===== config.mk =====
export PLATFORM = sky130hd
export DESIGN_NAME = lzc_seq
export DESIGN_NICKNAME = d
export VERILOG_FILES = /design/src/rtl/lzc_pkg.sv /design/src/rtl/lzc_chunk.sv /design/src/rtl/lzc_seq.sv
export SDC_FILE = /design/constraint.sdc
export NUM_CORES = 1
export LEC_CHECK = 0
export ABC_AREA = 1
export BUFFER_PORTS_ARGS = -buffer_cell sky130_fd_sc_hd__buf_2
export CAP_MARGIN = 20
export CORE_UTILIZATION = 30
export CTS_BUF_LIST = sky130_fd_sc_hd__clkbuf_8 sky130_fd_sc_hd__clkbuf_16
export DETAILED_ROUTE_END_ITERATION = 8
export PLACE_DENSITY_LB_ADDON = 0.08
export SYNTH_ARGS = -nofsm -noshare
export SYNTH_HDL_FRONTEND = slang
export SYNTH_SLANG_ARGS = --single-unit

===== constraint.sdc =====
create_clock -name clk -period 1.6 [get_ports clk]
set_input_delay 0.4 -clock clk [delete_from_list [all_inputs] [get_ports clk]]
set_output_delay 0.4 -clock clk [all_outputs]
set_load 0.03 [all_outputs]

===== src/rtl/lzc_pkg.sv =====
// ============================================================================
// Module  : lzc_pkg
// Brief   : Shared types and helpers for the sequential leading-zero counter.
// Revision: 1.0
// ============================================================================
`default_nettype none

package lzc_pkg;

    typedef enum logic {
        LZC_ZEROS = 1'b0,
        LZC_ONES  = 1'b1
    } lzc_mode_e;

    typedef enum logic [1:0] {
        IDLE = 2'd0,
        SCAN = 2'd1,
        DONE = 2'd2
    } lzc_state_e;

    // Count width must hold the value WIDTH itself, hence the extra bit.
    function automatic int lzc_count_width(input int width);
        return $clog2(width) + 1;
    endfunction

endpackage

`default_nettype wire


===== src/rtl/lzc_chunk.sv =====
// ============================================================================
// Module  : lzc_chunk
// Brief   : Combinational CHUNK-bit leading-zero count, radix-2 recursive tree.
// Revision: 1.0
// ============================================================================
`default_nettype none

module lzc_chunk #(
    parameter  int CHUNK = 16,
    localparam int CW    = $clog2(CHUNK)
) (
    input  logic [CHUNK-1:0] data,
    output logic [CW-1:0]    count,
    output logic             nonzero
);

    generate
        if (CHUNK == 2) begin : g_base
            assign nonzero = |data;
            assign count   = ~data[1];
        end else begin : g_tree
            logic [CW-2:0] cnt_hi;
            logic [CW-2:0] cnt_lo;
            logic          nz_hi;
            logic          nz_lo;

            lzc_chunk #(.CHUNK(CHUNK/2)) u_hi (
                .data    (data[CHUNK-1 -: CHUNK/2]),
                .count   (cnt_hi),
                .nonzero (nz_hi)
            );

            lzc_chunk #(.CHUNK(CHUNK/2)) u_lo (
                .data    (data[CHUNK/2-1:0]),
                .count   (cnt_lo),
                .nonzero (nz_lo)
            );

            // Count is only meaningful when nonzero is set.
            assign nonzero = nz_hi | nz_lo;
            assign count   = nz_hi ? {1'b0, cnt_hi} : {1'b1, cnt_lo};
        end
    endgenerate

endmodule

`default_nettype wire


===== src/rtl/lzc_seq.sv =====
// ============================================================================
// Module  : lzc_seq
// Brief   : Handshaked multi-cycle leading-zero/one counter, CHUNK bits/cycle.
//           Optional macro LZC_SEQ_FIXED_LATENCY_EN: always scan all chunks.
// Revision: 1.0
// ============================================================================
`default_nettype none

module lzc_seq
    import lzc_pkg::*;
#(
    parameter  int WIDTH  = 64,
    parameter  int CHUNK  = 16,
    localparam int NCHUNK = WIDTH / CHUNK,
    localparam int COUNT  = lzc_count_width(WIDTH)
) (
    input  logic             clk,
    input  logic             rst_n,
    input  logic             in_valid,
    output logic             in_ready,
    input  logic [WIDTH-1:0] A,
    input  logic             mode,
    output logic             out_valid,
    input  logic             out_ready,
    output logic [COUNT-1:0] Z,
    output logic             all_zero
);

    localparam int              IDXW     = (NCHUNK > 1) ? $clog2(NCHUNK) : 1;
    localparam int              CW       = $clog2(CHUNK);
    localparam logic [IDXW-1:0] LAST_IDX = IDXW'(NCHUNK - 1);

    generate
        if (CHUNK < 2 || (CHUNK & (CHUNK - 1)) != 0) begin : g_bad_chunk
            $error("lzc_seq: CHUNK must be a power of two and at least 2");
        end
        if (WIDTH % CHUNK != 0) begin : g_bad_width
            $error("lzc_seq: WIDTH must be a multiple of CHUNK");
        end
    endgenerate

    lzc_state_e       state;
    logic [WIDTH-1:0] operand;
    logic [IDXW-1:0]  idx;
    logic [CHUNK-1:0] chunk;
    logic [CW-1:0]    chunk_cnt;
    logic             chunk_nz;
    logic [COUNT-1:0] chunk_z;
    logic             accept;
`ifdef LZC_SEQ_FIXED_LATENCY_EN
    logic             hit_found;
    logic [COUNT-1:0] hit_z;
`endif

    assign chunk = operand[WIDTH-1-int'(idx)*CHUNK -: CHUNK];

    lzc_chunk #(.CHUNK(CHUNK)) u_chunk (
        .data    (chunk),
        .count   (chunk_cnt),
        .nonzero (chunk_nz)
    );

    // CHUNK is a power of two, so idx*CHUNK + count is a plain concatenation.
    assign chunk_z  = COUNT'({idx, chunk_cnt});
    assign in_ready = (state == IDLE) | ((state == DONE) & out_ready);
    assign accept   = in_valid & in_ready;

    always_ff @(posedge clk or negedge rst_n) begin
        if (!rst_n) begin
            state     <= IDLE;
            operand   <= '0;
            idx       <= '0;
            Z         <= '0;
            all_zero  <= 1'b0;
            out_valid <= 1'b0;
`ifdef LZC_SEQ_FIXED_LATENCY_EN
            hit_found <= 1'b0;
            hit_z     <= '0;
`endif
        end else begin
            case (state)
                IDLE, DONE: begin
                    if (accept) begin
                        // Leading ones are counted as leading zeros of ~A.
                        operand   <= (lzc_mode_e'(mode) == LZC_ONES) ? ~A : A;
                        idx       <= '0;
                        state     <= SCAN;
                        out_valid <= 1'b0;
`ifdef LZC_SEQ_FIXED_LATENCY_EN
                        hit_found <= 1'b0;
`endif
                    end else if (state == DONE && out_ready) begin
                        state     <= IDLE;
                        out_valid <= 1'b0;
                    end
                end
                SCAN: begin
`ifdef LZC_SEQ_FIXED_LATENCY_EN
                    if (chunk_nz && !hit_found) begin
                        hit_found <= 1'b1;
                        hit_z     <= chunk_z;
                    end
                    if (idx == LAST_IDX) begin
                        state     <= DONE;
                        out_valid <= 1'b1;
                        if (hit_found) begin
                            Z        <= hit_z;
                            all_zero <= 1'b0;
                        end else if (chunk_nz) begin
                            Z        <= chunk_z;
                            all_zero <= 1'b0;
                        end else begin
                            Z        <= COUNT'(WIDTH);
                            all_zero <= 1'b1;
                        end
                    end else begin
                        idx <= idx + IDXW'(1);
                    end
`else
                    if (chunk_nz) begin
                        Z         <= chunk_z;
                        all_zero  <= 1'b0;
                        state     <= DONE;
                        out_valid <= 1'b1;
                    end else if (idx == LAST_IDX) begin
                        Z         <= COUNT'(WIDTH);
                        all_zero  <= 1'b1;
                        state     <= DONE;
                        out_valid <= 1'b1;
                    end else begin
                        idx <= idx + IDXW'(1);
                    end
`endif
                end
                default: begin
                    state     <= IDLE;
                    out_valid <= 1'b0;
                end
            endcase
        end
    end

endmodule

`default_nettype wire


==> out/metrics.cfg, run 1 <==
[status]
status = complete, but fails checks
violations = setup timing

[timing]
finalCritPeriodShare_pct = 109
tightest_slew_ns = 0.397
rsz0062_at_grt = true
slew_viol_final = 0
timing.final.ws_setup_ns = -0.140
finalHoldViolCount = 0
max-slew-margin-rel_pct = 73.6
tns_ns = -0.805
post-route-min-period_ns = 1.74
fmax_ghz = 0.575
skew_ns = 0.00202
finalSetupViolations = 10

[detailed_routing]
drtIter0Drc = 130
via_per_inst = 4.53
ant_nets = 0
vias = 3444
firstDrtPassIters = 4
drc = 0
drt-wirelength-per-cell_um = 13.5
wl_mm = 10.3

[cells_and_area]
drive_above_1_share_pct = 31.5
final_cell_mix = 147 x nand2_1, 76 x buf_2, 73 x dfrtp_1
antenna_cells = 0
synthToLayoutAreaGrowth_pct = 31.0
num-fill-cells = 1421
finalInstanceArea_um2 = 5350
final_net_count = 653
postLayoutCoreUtil_pct = 40.4
layout_commonest_cell = nand2_1
finalNonFillerCells = 760

[critical_path]
critPathArrivalTime_ns = 1.97
worst-setup-path-type = flop to flop
critPathTopFamily = simple AND/OR/NAND/NOR gates
cpPeakStageDelay_ns = 0.46
startpoint_type = flop
critPathBufInv = 2
end_kind = flop
path_common_cell = nand2_1
cp_slowest_cell = dfrtp_2
cp_max_fo = 8
cp.required_ns = 1.83
path_cells = inv_4, buf_6, nand2_1, nand3_2, nand2_2, nand2_2, nor2_4, nand2_4, o21ai_4, nand2_1, nand2_1, nand2_1

[floorplan]
fp.dieH_um = 119
dieArea_um2 = 14100
die_x_um = 119
start_util_pct = 30.8
coreArea_um2 = 13200
num_rows = 42
pin_count = 79

[placement]
place.gp.congestion = 0.834
dp_hpwl_mm = 7.60
place_ws_ns = -0.192
port_buffers = 78
dp.cells = 740
postPlaceCellArea_um2 = 4860

[power]
p_leak_nw = 2.52
peakVddDrop_mv = 0.555
power.density_nw_per_um2 = 1460

[clock_tree]
cts_htree_levels = 3
clock_latency_ns = 0.34
cts_tree = yes
cts.sinks = 75
clkTransAtPathRegs_ns = 0.05
cts_root_buf = clkbuf_16
cts_buffers = 9
postCtsHoldBufs = 0
clock_path_buffers = 2

[global_route]
globalRouteTotalUtil_pct = 15.9
grt_antenna_before_repair = 0
grt_max_degree = 76
grt_remaining_overflow = 0
grt_pass1_wl_mm = 17.1
grt_pass1_vias = 3503

[synth]
ys_warn_count = 0
synth_top_area_cell = dfrtp_1
synth_cell_types = 22
synth_area_leaders = dfrtp_1 46%, nand2_1 15%, xnor2_1 14%, o21ai_0 8.2%, nand3_1 5.8%
synth-seq-area-share_pct = 46.0
synth.avg_cell_area_um2 = 8.33
syn_nets = 560
syn_area_um2 = 4080
synth_seq_cells = 75
synth.top_cell.area_share_pct = 46.0
synthCells = 490

[run]
drv_cap = 0

[min_path]
hold_class = primary input to asynchronous set/reset pin

[logic make-up after synthesis]
| group | after synthesis | share of synthesized area, % |
|---|---|---|
| DFF | 75 | 46.0 |
| xor gates and xnor gates | 64 | 13.7 |
| and+or+nand+nor | 236 | 25.2 |
| AOI/OAI and AO/OA | 73 | 9.29 |
| buffers and inverters | 41 | 5.49 |
| adders and majority gates | 1 | 0.307 |
[cells in the mapped netlist]
library cell	instances
nand2_1	167
buf_2	7
nand3_1	47
buf_1	1
o21ai_4	1
ha_1	1
nand2_2	8
dfrtp_1	75
buf_6	5
o21ai_0	67
clkbuf_1	14
xnor2_1	64
nor2_2	1
nor2_4	3
nor2_1	6
inv_4	2
o211ai_1	1
nor2_8	1
buf_4	5
nand2_4	3
inv_1	7
a21oi_1	4
[final cells by class]
type,count,area (um^2),share of cell area [%]
Clock buffer,11,253,4.73
Clock inverter,1,3.75,0.0702
Tap cell,176,220,4.12
Sequential cell,75,1880,35.2
Multi-Input combinational cell,374,2130,39.8
Timing Repair Buffer,114,818,15.3
Inverter,9,43.8,0.819
[through the flow]
| stage | hold WS, ns | total power, mW |
|---|---|---|
| finish | 0.0869 | 7.81 |
| global route | 0.120 | 8.38 |
| CTS | 0.0963 | 7.82 |
| detailed placement | 0.468 | 5.72 |
| global placement | 0.470 | 5.70 |
| floorplan | 0.104 | 4.67 |
[registers in the layout, summed over array words and instances, names as in the netlist]
signal and cells:
Z 6, idx 2, all_zero 1, operand 64
state 2
[repair_timing]
item                                   CTS  global route
setup endpoints to repair               11            12
buffers inserted                         5             2
gates cloned                             1             0
endpoints found under the hold margin    0             0
pin swaps                               13             6
gates resized for setup                 29            15
[power breakdown]
part	switching, mW	internal, mW
Sequential	0.431	2.45
Combinational	1.76	1.38
Clock	0.700	1.09
[metal layers]
layer | track usage (%) | wire (um) | vias up
met5 | 0 | 0 | -
met4 | 7.59 | 221 | 0
met3 | 3.67 | 467 | 16
met2 | 25.0 | 4770 | 84
met1 | 20.5 | 4820 | 1590
li1 | - | - | 1754
[worst paths after layout]
kind	from	end	slack, ns	depth (start not counted)
max	idx[0]	Z[1]	-0.14	12
min	rst_n	operand[2]	0.09	2
max reg2reg	idx[0]	Z[1]	-0.14	12
min reg2reg	operand[33]	operand[33]	0.48	2
max in group asynchronous	rst_n	idx[0]	1.20	2
min in group clk	out_ready	state[1]	0.35	4
Power figures use the tool's default switching activity.
==> run 2, diff against run 1 <==
--- a/config.mk
+++ b/config.mk
@@ -11,6 +11,7 @@
 export CORE_UTILIZATION = 30
 export CTS_BUF_LIST = sky130_fd_sc_hd__clkbuf_8 sky130_fd_sc_hd__clkbuf_16
 export DETAILED_ROUTE_END_ITERATION = 8
+export MAX_ROUTING_LAYER = met4
 export PLACE_DENSITY_LB_ADDON = 0.08
 export SYNTH_ARGS = -nofsm -noshare
 export SYNTH_HDL_FRONTEND = slang
==> out/metrics.cfg, run 2 (synthesis results as in run 1) <==
[cells_and_area]
regMostFlops = operand
seqCellArea_um2 = 1880
layout_commonest_cell = nand2_1
finalNonFillerCells = 760
largest_register_ffs = 64
antenna_cells = 0
final_cell_mix = 147 x nand2_1, 76 x buf_2, 73 x dfrtp_1
final_net_count = 653
num-fill-cells = 1420
multiInputGateArea_um2 = 2130
synthToLayoutAreaGrowth_pct = 31.1
drive_above_1_share_pct = 31.7
postLayoutCoreUtil_pct = 40.4
largest_registers = operand: 64 flops, Z: 6 flops

[detailed_routing]
wl_met2_mm = 4.79
drtIter0Drc = 134
met3_wirelength_um = 436
routed.top_layer = met4
firstDrtPassIters = 4
drt-met1-wl_mm = 4.83
drc = 0
via_per_inst = 4.51
wl_mm = 10.3
drt-wirelength-per-cell_um = 13.5
vias = 3429
ant_nets = 0

[floorplan]
pin_count = 79
num_rows = 42
start_util_pct = 30.8
coreArea_um2 = 13200
fp.dieH_um = 119
die_x_um = 119
dieArea_um2 = 14100

[timing]
post-route-min-period_ns = 1.74
fmax_ghz = 0.576
timing.final.ws_setup_ns = -0.137
rsz0062_at_grt = true
finalHoldViolCount = 0
finalSetupViolations = 10
tightest_slew_ns = 0.397
max-slew-margin-rel_pct = 73.5
holdWs_ns = 0.0882
finalCritPeriodShare_pct = 109
slew_viol_final = 0
skew_ns = 0.00204

[power]
peakVddDrop_mv = 0.553
clkPwrFrac_pct = 22.9
p_total_mw = 7.81
comb_power_share_pct = 40.2
power.density_nw_per_um2 = 1460
internal_power_mw = 4.92
swShare_pct = 37.0
pwr-share-seq_pct = 36.9
p_leak_nw = 2.52
power_switching_mw = 2.89

[critical_path]
startpoint_type = flop
critPathTopFamily = simple AND/OR/NAND/NOR gates
critPathBufInv = 1
cpPeakStageDelay_ns = 0.47
critPathArrivalTime_ns = 1.97
end_kind = flop
cp_slowest_cell = dfrtp_2
cp_max_fo = 18
cp.required_ns = 1.83
worst-setup-path-type = flop to flop
path_cells = buf_12, nand2_2, nand3_2, nand2_2, nand2_2, nor2_4, nand2_4, o21ai_4, nand2_1, nand2_1, nand2_1

[status]
violations = setup timing
status = complete, but fails checks

[placement]
dp.cells = 740
dp_hpwl_mm = 7.60
place.gp.congestion = 0.847
port_buffers = 78

[clock_tree]
postCtsHoldBufs = 0
cts.sinks = 75
clock_latency_ns = 0.34
cts_root_buf = clkbuf_16
cts_tree = yes
clkTransAtPathRegs_ns = 0.05
clock_path_buffers = 2
cts_htree_levels = 3
cts_buffers = 9

[global_route]
globalRouteTotalUtil_pct = 16.3
grt_remaining_overflow = 0
grt_pass1_wl_mm = 17.1
grt_max_degree = 76
grt_antenna_before_repair = 0
grt_pass1_vias = 3500

[min_path]
hold_class = primary input to asynchronous set/reset pin

[run]
drv_cap = 0

[run 2: changes by cell type in the layout (fill, tap and decap cells not counted)]
cell / change
nand3_2: +1
nand3_1: -1
[run 2: worst register-to-register path, stage by stage, from the launching register on]
cell	delay, ns
dfrtp_2	0.47
buf_12	0.18
nand2_2	0.06
nand3_2	0.11
nand2_2	0.09
nand2_2	0.07
nor2_4	0.14
nand2_4	0.09
o21ai_4	0.24
nand2_1	0.08
nand2_1	0.07
nand2_1	0.04
[run 2: stage by stage]
step | setup TNS (ns) | instance area [um^2] | setup slack [ns]
final | -0.783 | 5350 | -0.137
after global routing | -2.20 | 5350 | -0.273
after CTS | -0.795 | 5280 | -0.134
after detailed placement | -1.41 | 4860 | -0.192
after global placement | -1.02 | 4860 | -0.168
after floorplan | -0.0169 | 4120 | -0.0169
[run 2: final timing paths]
kind	start	endpoint	slack, ns	cells after the start
max	idx[0]	Z[1]	-0.14	11
min	rst_n	operand[2]	0.09	2
max reg2reg	idx[0]	Z[1]	-0.14	11
min reg2reg	operand[33]	operand[33]	0.48	2
max in group asynchronous	rst_n	idx[0]	1.19	2
min in group clk	out_ready	state[1]	0.35	4
[run 2: layer usage]
metal  track usage, %  vias up
li1                 -     1753
met3             3.81       16
met2             24.9       71
met1             20.5     1589
met5                -        -
met4             7.36        0
[run 2: power groups by stage]
stage	clock network, mW	logic, mW	registers (mW)
after floorplan	0	1.85	2.83
after global placement	0	2.80	2.90
after detailed placement	0	2.84	2.88
after CTS	1.87	3.08	2.87
after global routing	1.92	3.52	2.94
final	1.79	3.14	2.88
[run 2: cell type report]
type	instances	area share (%)
Inverter	9	0.818
Multi-Input combinational cell	374	39.9
Clock inverter	1	0.0701
Tap cell	176	4.12
Timing Repair Buffer	114	15.3
Sequential cell	75	35.1
Clock buffer	11	4.72
[run 2: timing repair]
action                                  CTS  global route
pin swaps                                13             6
gates cloned                              1             0
setup buffers                             5             2
endpoints found under the setup margin   11            12
resized for setup                        29            16
endpoints found under the hold margin     0             0
==> run 3, diff against run 2 <==
--- a/config.mk
+++ b/config.mk
@@ -6,13 +6,15 @@
 export NUM_CORES = 1
 export LEC_CHECK = 0
 export ABC_AREA = 1
-export BUFFER_PORTS_ARGS = -buffer_cell sky130_fd_sc_hd__buf_2
 export CAP_MARGIN = 20
 export CORE_UTILIZATION = 30
 export CTS_BUF_LIST = sky130_fd_sc_hd__clkbuf_8 sky130_fd_sc_hd__clkbuf_16
 export DETAILED_ROUTE_END_ITERATION = 8
+export DONT_BUFFER_PORTS = 1
+export GPL_TIMING_DRIVEN = 0
 export MAX_ROUTING_LAYER = met4
 export PLACE_DENSITY_LB_ADDON = 0.08
+export SLEW_MARGIN = 30
 export SYNTH_ARGS = -nofsm -noshare
 export SYNTH_HDL_FRONTEND = slang
 export SYNTH_SLANG_ARGS = --single-unit
==> out/metrics.cfg, run 3 (synthesis results as in run 1) <==
[status]
status = complete, but fails checks
violations = hold timing, setup timing

[critical_path]
path_cells = buf_6, inv_6, buf_8, nand2_1, nand3_2, nand2_2, nand2_4, nor2_4, nand2_4, o21ai_4, nand2_1, nand2_1, nand2_1
path_common_cell = nand2_1
endpoint = Z[1]
startpoint_type = flop
crit_start = idx[0]
end_kind = flop
crit_cells = 13
cp.required_ns = 1.84
worst-setup-path-type = flop to flop
r2r_cells = 13
r2r_setup_slack_ns = -0.22
r2r-end = Z[1]
critPathBufInv = 3
cpPeakStageDelay_ns = 0.39
rr_startpoint = idx[0]
cp_max_fo = 10
critPathTopFamily = simple AND/OR/NAND/NOR gates
cp_slowest_cell = dfrtp_1
critPathArrivalTime_ns = 2.06

[timing]
slew_viol_final = 0
timing.final.ws_setup_ns = -0.222
fmax_ghz = 0.549
max-slew-margin-rel_pct = 40.3
holdWs_ns = -0.252
rsz0062_at_grt = true
finalSetupViolations = 68
finalHoldViolCount = 75
tns_ns = -3.44
skew_ns = 0.00473
tightest_slew_ns = 0.896
finalCritPeriodShare_pct = 114
post-route-min-period_ns = 1.82

[placement]
place.gp.congestion = 0.787
dp_hpwl_mm = 8.23
port_buffers = 0
place_ws_ns = -0.464

[detailed_routing]
vias = 3326
ant_nets = 0
wl_mm = 12.0
firstDrtPassIters = 4
via_per_inst = 4.67
drt-wirelength-per-cell_um = 16.9
drc = 0
drtIter0Drc = 141

[floorplan]
pin_count = 79
num_rows = 42
die_x_um = 119
start_util_pct = 30.8
dieArea_um2 = 14100
fp.dieH_um = 119
coreArea_um2 = 13200

[run]
drv_cap = 0

[global_route]
use_met2_pct = 29.3
use_met1_pct = 23.9
top_usage_layer = met2
grt_max_degree = 76
grt_antenna_before_repair = 0
grt_pass1_vias = 3394
grt_remaining_overflow = 0
grt_pass1_wl_mm = 18.8
use_met3_pct = 4.73
globalRouteTotalUtil_pct = 18.7

[cells_and_area]
largest_register_ffs = 64
largest_registers = operand: 64 flops, Z: 6 flops
regMostFlops = operand
antenna_cells = 0
final_net_count = 601
drive_above_1_share_pct = 44.8
final_cell_mix = 81 x nand2_1, 74 x dfrtp_1, 64 x xnor2_1
synthToLayoutAreaGrowth_pct = 44.8
layout_commonest_cell = nand2_1

[min_path]
hold_class = primary input to asynchronous set/reset pin

[clock_tree]
clock_path_buffers = 2
cts.sinks = 75
clock_latency_ns = 0.35
cts_buffers = 9
cts_root_buf = clkbuf_16
clkTransAtPathRegs_ns = 0.06
cts_htree_levels = 3
cts_tree = yes

[power]
power.density_nw_per_um2 = 1510
p_leak_nw = 2.66
peakVddDrop_mv = 0.594

[run 3: cell count changes in the layout (fill, tap and decap cells not counted), moves of 24 or more]
cell,change
nand2_2,+24
o21ai_0,-63
nand2_1,-66
o21ai_1,+28
nand2_4,+42
o21ai_2,+34
buf_2,-70
[run 3: worst min path at each step]
stage | depth (start not counted) | end | startpoint
2_1_floorplan | 0 | Z[0] | rst_n
3_3_place_gp | 0 | operand[2] | rst_n
3_5_place_dp | 0 | operand[16] | rst_n
4_1_cts | 0 | operand[6] | rst_n
5_1_grt | 0 | operand[13] | rst_n
6_report | 0 | operand[2] | rst_n
[run 3: stage by stage]
step / util, % / total power, mW / cells / area, um^2
2_1_floorplan: - / 4.67 / 490 / 4120
3_3_place_gp: 32.8 / 5.30 / 666 / 4340
3_5_place_dp: 32.8 / 5.32 / 666 / 4340
4_1_cts: 41.0 / 8.43 / 709 / 5430
5_1_grt: 44.6 / 9.47 / 712 / 5910
6_report: 44.6 / 8.94 / 712 / 5910
[run 3: where the power goes]
| part | switching [mW] | internal (mW) | leakage (nW) |
|---|---|---|---|
| combinational | 1.92 | 1.73 | 1.56 |
| clock | 0.796 | 1.35 | 0.160 |
| sequential | 0.705 | 2.45 | 0.933 |
[run 3: final cells by class]
type / instances / area, um^2
fillers: 1320 / 7330
multi-input cells: 374 / 2660
flip-flops and latches: 75 / 1880
plain buffers: 30 / 424
repair buffers: 32 / 370
clock buffers: 9 / 225
well taps: 176 / 220
clock inverters: 7 / 83.8
inverters: 9 / 43.8
[run 3: repair_timing]
action | CTS | global route
resized for setup | 192 | 119
hold endpoints to repair | 75 | 75
endpoints found under the setup margin | 76 | 76
pin swaps | 18 | 12
cloned | 10 | 1
setup buffers | 19 | 3
[run 3: layer usage]
metal / vias up / share of wire, % / wire length [um]
met4: 0 / 1.2 / 140
li1: 1662 / - / -
met3: 9 / 3.8 / 460
met5: - / 0 / 0
met2: 64 / 49 / 5910
met1: 1591 / 46 / 5530
